**config.mk**
```make
export PLATFORM = sky130hd
export DESIGN_NAME = noc_packetizer
export DESIGN_NICKNAME = d
export VERILOG_FILES = /design/src/rtl/noc_packetizer.sv
export SDC_FILE = /design/constraint.sdc
export NUM_CORES = 1
export LEC_CHECK = 0
export CORE_ASPECT_RATIO = 1.2
export CORE_MARGIN = 2
export CORE_UTILIZATION = 25
export DETAILED_ROUTE_END_ITERATION = 8
export SLEW_MARGIN = 20
export SYNTH_ARGS = -nofsm -noshare
export SYNTH_HDL_FRONTEND = slang
export SYNTH_SLANG_ARGS = --single-unit
```
**constraint.sdc**
```tcl
create_clock -name noc_clk -period 1.6 [get_ports noc_clk]
set_clock_uncertainty 0.2 [all_clocks]
set_input_delay 0.24 -clock noc_clk [delete_from_list [all_inputs] [get_ports noc_clk]]
set_output_delay 0.24 -clock noc_clk [all_outputs]
set_load 0.1 [all_outputs]
```
**src/rtl/noc_packetizer.sv**
```systemverilog
// NoC packetizer: frames a transfer request plus payload words into a header flit followed by payload flits.
// The output toward the router is a single register stage with valid/ready handshaking.
`ifndef Noc_Data_Width
`define Noc_Data_Width 32
`endif

module noc_packetizer #(
    parameter int X_ID       = 0,
    parameter int Y_ID       = 0,
    parameter int DATA_WIDTH = `Noc_Data_Width
) (
    input  logic                  noc_clk,
    input  logic                  noc_rst_n,
    input  logic                  req_valid,
    output logic                  req_ready,
    input  logic [3:0]            req_dest_x,
    input  logic [3:0]            req_dest_y,
    input  logic [7:0]            req_len,
    input  logic                  data_valid,
    output logic                  data_ready,
    input  logic [DATA_WIDTH-1:0] data_word,
    output logic                  sender_valid,
    input  logic                  sender_ready,
    output logic [DATA_WIDTH-1:0] sender_flit,
    output logic                  sender_is_header,
    output logic                  sender_is_tail,
    output logic [15:0]           pkt_sent_cnt
);

    typedef enum logic [1:0] {S_IDLE, S_BODY, S_DRAIN} state_t;

    state_t                state_q, state_d;
    logic                  valid_q, valid_d;
    logic [DATA_WIDTH-1:0] flit_q, flit_d;
    logic                  hdr_q, hdr_d;
    logic                  tail_q, tail_d;
    logic [7:0]            rem_q, rem_d;
    logic [15:0]           cnt_q, cnt_d;
    logic [DATA_WIDTH-1:0] header;
    logic                  reg_free;

    always_comb begin
        header       = '0;
        header[23:0] = {req_len, 4'(Y_ID), 4'(X_ID), req_dest_y, req_dest_x};
    end

    assign reg_free = !valid_q || sender_ready;

    always_comb begin
        state_d    = state_q;
        valid_d    = valid_q;
        flit_d     = flit_q;
        hdr_d      = hdr_q;
        tail_d     = tail_q;
        rem_d      = rem_q;
        cnt_d      = cnt_q;
        req_ready  = 1'b0;
        data_ready = 1'b0;
        case (state_q)
            S_IDLE: begin
                req_ready = 1'b1;
                if (req_valid) begin
                    valid_d = 1'b1;
                    flit_d  = header;
                    hdr_d   = 1'b1;
                    tail_d  = (req_len == 8'd0);
                    rem_d   = req_len;
                    state_d = (req_len == 8'd0) ? S_DRAIN : S_BODY;
                end
            end
            S_BODY: begin
                if (reg_free) begin
                    if (data_valid) begin
                        data_ready = 1'b1;
                        valid_d    = 1'b1;
                        flit_d     = data_word;
                        hdr_d      = 1'b0;
                        tail_d     = (rem_q == 8'd1);
                        rem_d      = rem_q - 8'd1;
                        if (rem_q == 8'd1) state_d = S_DRAIN;
                    end else begin
                        // Previous flit left and nothing to replace it: emit a bubble.
                        valid_d = 1'b0;
                    end
                end
            end
            S_DRAIN: begin
                if (valid_q && sender_ready) begin
                    valid_d = 1'b0;
                    cnt_d   = cnt_q + 16'd1;
                    state_d = S_IDLE;
                end
            end
            default: state_d = S_IDLE;
        endcase
        if (!noc_rst_n) begin
            req_ready  = 1'b0;
            data_ready = 1'b0;
        end
    end

    always_ff @(posedge noc_clk) begin
        if (!noc_rst_n) begin
            state_q <= S_IDLE;
            valid_q <= 1'b0;
            flit_q  <= '0;
            hdr_q   <= 1'b0;
            tail_q  <= 1'b0;
            rem_q   <= 8'd0;
            cnt_q   <= 16'd0;
        end else begin
            state_q <= state_d;
            valid_q <= valid_d;
            flit_q  <= flit_d;
            hdr_q   <= hdr_d;
            tail_q  <= tail_d;
            rem_q   <= rem_d;
            cnt_q   <= cnt_d;
        end
    end

    assign sender_valid     = valid_q;
    assign sender_flit      = flit_q;
    assign sender_is_header = hdr_q;
    assign sender_is_tail   = tail_q;
    assign pkt_sent_cnt     = cnt_q;

endmodule

```
== Word-level counts from Yosys, hierarchy flattened ==
Cells that the tools add are included.
Cells by class
  reductions and logical operators: 11
  mux-type cells: 32
  add/sub/neg operators: 2
  eq/ne operators: 8
Operators with widths (count)
  2-to-1 mux 32 bit: 3
  case mux 32 bit (2 select lines): 1
  2-to-1 mux 8 bit: 3
  adder 16 x 1 -> 16 bit, second input constant: 1
  case mux 8 bit (2 select lines): 1
  2-to-1 mux 1 bit: 14
  2-to-1 mux 2 bit: 6
  != test 2 bit, second input constant: 5
  == test 8 x 1 -> 1 bit, second input constant: 1
  logical NOT 8 bit: 1
  AND reduction 4 bit: 2
  subtractor 8 x 1 -> 8 bit, second input constant: 1
  case mux 2 bit (3 select lines): 1
  AND reduction 5 bit: 1
  case mux 1 bit (2 select lines): 2
  case mux 1 bit (3 select lines): 1
  nonzero test 3 bit: 1
  == test 2 x 1 -> 1 bit, second input constant: 1
  == test 2 bit, second input constant: 1
  logical NOT 2 bit: 1
  AND reduction 2 bit: 1
  nonzero test 2 bit: 1
  logical AND 1 bit: 1
  logical NOT 1 bit: 1
  logical OR 1 bit: 1
Storage, ports and cells
  word-level logic and storage cells: 60
  flip-flop bits (word level): 61
  output and inout bits: 53

== Logic depth before layout (Yosys ltp) ==
  depth in word-level cells: 5
  gate-level depth with buffers: 7
  depth with buffers taken out: 6

== Worst setup path before layout ==
No wires, ideal clock.
  path kind: reg2out
  from: register valid_q, in the netlist sender_valid
  to: output data_ready
  data required time: 1.160 ns
  path buffers: 0
  path slack: -2.787 ns
  cell stages (with the launch flop): 3
  data arrival time: 3.947 ns
  cells stage by stage: dfxtp_1 -> and2b_1 -> nor4_1
On the way
  cells in the longest elaborated chain, start to end: 5
Ends and longest elaborated chain
  start: declaration: RTL line 33  | logic valid_q, valid_d;
  start signal: assignment: RTL line 113  | valid_q <= valid_d;
  logical NOT 1 bit: RTL line 47  | assign reg_free = !valid_q || sender_ready;
  logical OR 1 bit: RTL line 47
  2-to-1 mux 1 bit: RTL line 72  | if (reg_free) begin
  2-to-1 mux 1 bit: RTL line 59  | case (state_q)
  2-to-1 mux 1 bit: RTL line 96  | if (!noc_rst_n) begin
  end: declaration: RTL line 20  | output logic data_ready,
Every way passes these cells.

== Final worst setup path ==
  from: register state_q[1]
  to: output data_ready
On the way
  cells in the longest elaborated chain, start to end: 3
Ends and longest elaborated chain
  start: declaration: RTL line 32  | state_t state_q, state_d;
  start signal: assignment: RTL line 112  | state_q <= state_d;
  == test 2 x 1 -> 1 bit: RTL line 59
  2-to-1 mux 1 bit: RTL line 59
  2-to-1 mux 1 bit: RTL line 96
Every way passes these cells.

==> impl_metrics.toml <==
[sta]
max-slew-margin-rel = 0.744
worst_pin_slew_ns = 0.380
setup_viol = 59
fin_crit_sh = 1.17
grt_setup_unrepaired = "yes"
finalHoldViolCount = 0
report.final.slew_viol_count = 0
period_needed_ns = 1.87
setup_ws_ns = -0.271
clock.fmax_mhz = 534

[cells_and_area]
multiInputGateArea_um2 = 1920
area_growth_pct = 113
nets = 571
layout-drive-gt1-share = 0.500
fin_cells = 674
final_common_cell = "buf_12"
design_area_um2 = 6120
nFillCells = 967
final_cell_mix = "65 x buf_12, 56 x buf_4, 51 x nand2_1, 50 x clkdlybuf4s50_1, 43 x dfxtp_1"
regArea_um2 = 1270
num_antenna_cells = 0

[power]
switching_share = 0.337
share_comb_of_total_power = 0.355
p_per_area_nw_per_um2 = 860
p_clk_frac = 0.319
p_leak_nw = 2.38
seqPwrFrac = 0.326
power_switching_mw = 1.78
intPower_mw = 3.49
max-vdd-ir-drop_v = 0.000581

[die]
ios = 106
dieArea_um2 = 12400
core_area_um2 = 11100
initial_utilization = 0.258
rows = 42
chipHeight_um = 121
die_width_um = 102

[synthesis]
synthCells = 338
synth_edf_count = 0
yosysWarnings = 0
netlist_area_um2 = 2870
synth.distinct_cells = 56
async_flop_share = 0
syn_avg_cell_area_um2 = 8.50
synth_ff_type = "dfxtp_1"
synth_seq_cells = 61
synth_fp_nets = 394
ys_seq_area_frac = 0.425

[cts]
clkTransAtPathRegs_ns = 0.05
clock_sinks = 61
cts-htree-levels = 3
cts_tree = "built"
clock_path_buffers = 2
root_buffer = "clkbuf_16"
hold_buffers = 0
numCtsBuffers = 9
clk_latency_ns = 0.32

[global_routing]
grt_pass1_vias = 3221
grt_max_degree = 27
grt_pass1_wl_mm = 15.4
grt_util_all_layers = 0.157
antenna_found_initial = 0
grt_overflow = 0

[detailed_routing]
wl_per_cell_um = 14.6
route.antenna.remaining_nets = 0
dr.pass1.iters = 4
via_per_inst = 4.80
first_iter_violations = 98
via_count = 3238
drc = 0
wirelength_mm = 9.84

[critical_path]
start_kind = "register"
worstPathArrival_ns = 1.43
cpPeakStageDelay_ns = 0.35
crit_required_ns = 1.16
crit_type = "register to output port"
path_cells = "nand2b_4, buf_6, nor4_4, buf_12"
worstPathMaxFanout = 3
crit_slowest_cell = "dfxtp_4"
critPathCaptureType = "output port"

[placement]
hpwl_mm = 6.87
gp_congestion = 0.843
io_buffers = 105
place_area_um2 = 5260
dpl.cell_count = 637

[outcome]
violations = "negative setup slack"
status = "finished with violations"

[job]
cap_violations = 0

[worst_hold_path]
hp-class = "primary input to register"
critical path: cells and delay by family, from the launching register on:
family	cells	cell delay, ns
buffers and inverters	2	0.32
DFF	1	0.35
and+or+nand+nor	2	0.43
final cells by class:
cell class,instances,share of cell area
Clock buffer,14,0.0398
Clock inverter,2,0.00163
Inverter,5,0.00306
Multi-Input combinational cell,248,0.313
Sequential cell,61,0.208
Tap cell,154,0.0315
Timing Repair Buffer,190,0.403
power groups by stage:
stage / logic, mW / registers, mW / clock network (mW)
floorplan: 0.475 / 2.19 / 0
global placement: 1.63 / 1.74 / 0
detailed placement: 1.64 / 1.74 / 0
CTS: 1.75 / 1.71 / 1.72
global route: 1.96 / 1.72 / 1.79
finish: 1.87 / 1.72 / 1.68
sequential cells by signal (all words and copies together), names as in the netlist:
register          flops
sender_valid          1
state_q               2
sender_is_tail        1
sender_flit          32
rem_q                 8
pkt_sent_cnt         16
sender_is_header      1
timing repair:
action	in CTS	in global routing
pin swaps	11	30
cloned	2	2
hold endpoints to repair	0	0
endpoints found under the setup margin	56	58
setup buffers	12	8
gates resized for setup	30	72
cell families after synthesis:
logic type | after synthesis | synth area share
multiplexers | 3 | 0.0104
buffers and inverters | 29 | 0.0570
AO/OA/AOI/OAI | 83 | 0.210
flip-flops | 61 | 0.425
adder cells (fa/ha/maj) | 3 | 0.0131
AND/OR/NAND/NOR | 152 | 0.263
XOR/XNOR | 7 | 0.0213
path summary, 6_finish.rpt:
kind,cells past startpoint,to,from,slack [ns]
worst max-delay path,4,data_ready,state_q[1],-0.27
worst min-delay path,3,sender_flit[15],data_word[15],0.29
worst max register to register,7,rem_q[7],state_q[1],-0.27
worst min register to register,2,sender_flit[15],sender_flit[15],0.29
cells in the mapped netlist, types with 2 or more instances:
cell type,instances,share of area
a21oi_1,30,0.052
a311oi_1,11,0.034
a311oi_2,5,0.026
a31oi_1,2,0.0044
a32o_1,2,0.0070
and2_1,2,0.0044
and3_1,3,0.0065
buf_2,5,0.0087
buf_4,2,0.0052
buf_6,4,0.016
clkbuf_1,11,0.014
dfxtp_1,61,0.42
ha_1,3,0.013
inv_1,4,0.0052
mux2i_1,3,0.010
nand2_1,63,0.082
nand2b_1,4,0.0087
nand3_1,20,0.035
nand4_1,3,0.0065
nor2_1,23,0.030
nor2_2,5,0.011
nor2b_1,2,0.0044
nor3_1,4,0.0070
nor4_1,5,0.011
o211ai_1,2,0.0052
o21ai_0,11,0.019
o31a_1,2,0.0061
o31ai_1,7,0.018
or3_1,2,0.0044
or4_1,6,0.016
xnor2_1,2,0.0061
xor2_1,5,0.015
layer usage:
metal / vias to the layer above / GRT usage / wire length (um)
li1: 1582 / - / -
met1: 1548 / 0.182 / 3900
met2: 87 / 0.283 / 5300
met3: 21 / 0.0236 / 399
met4: 0 / 0.0650 / 233
met5: - / 0 / 0
through the flow:
| stage | hold WS, ns | power [mW] | TNS, ns | setup WS [ns] | utilization |
|---|---|---|---|---|---|
| floorplan | 0.182 | 2.66 | -8.07 | -0.664 | - |
| global placement | 0.280 | 3.37 | -25.15 | -0.520 | 0.472 |
| detailed placement | 0.287 | 3.38 | -26.91 | -0.576 | 0.472 |
| CTS | 0.278 | 5.18 | -10.51 | -0.284 | 0.517 |
| global route | 0.297 | 5.47 | -13.10 | -0.321 | 0.550 |
| finish | 0.287 | 5.26 | -10.35 | -0.271 | 0.550 |
No activity file was read; power rests on OpenSTA's default activity.
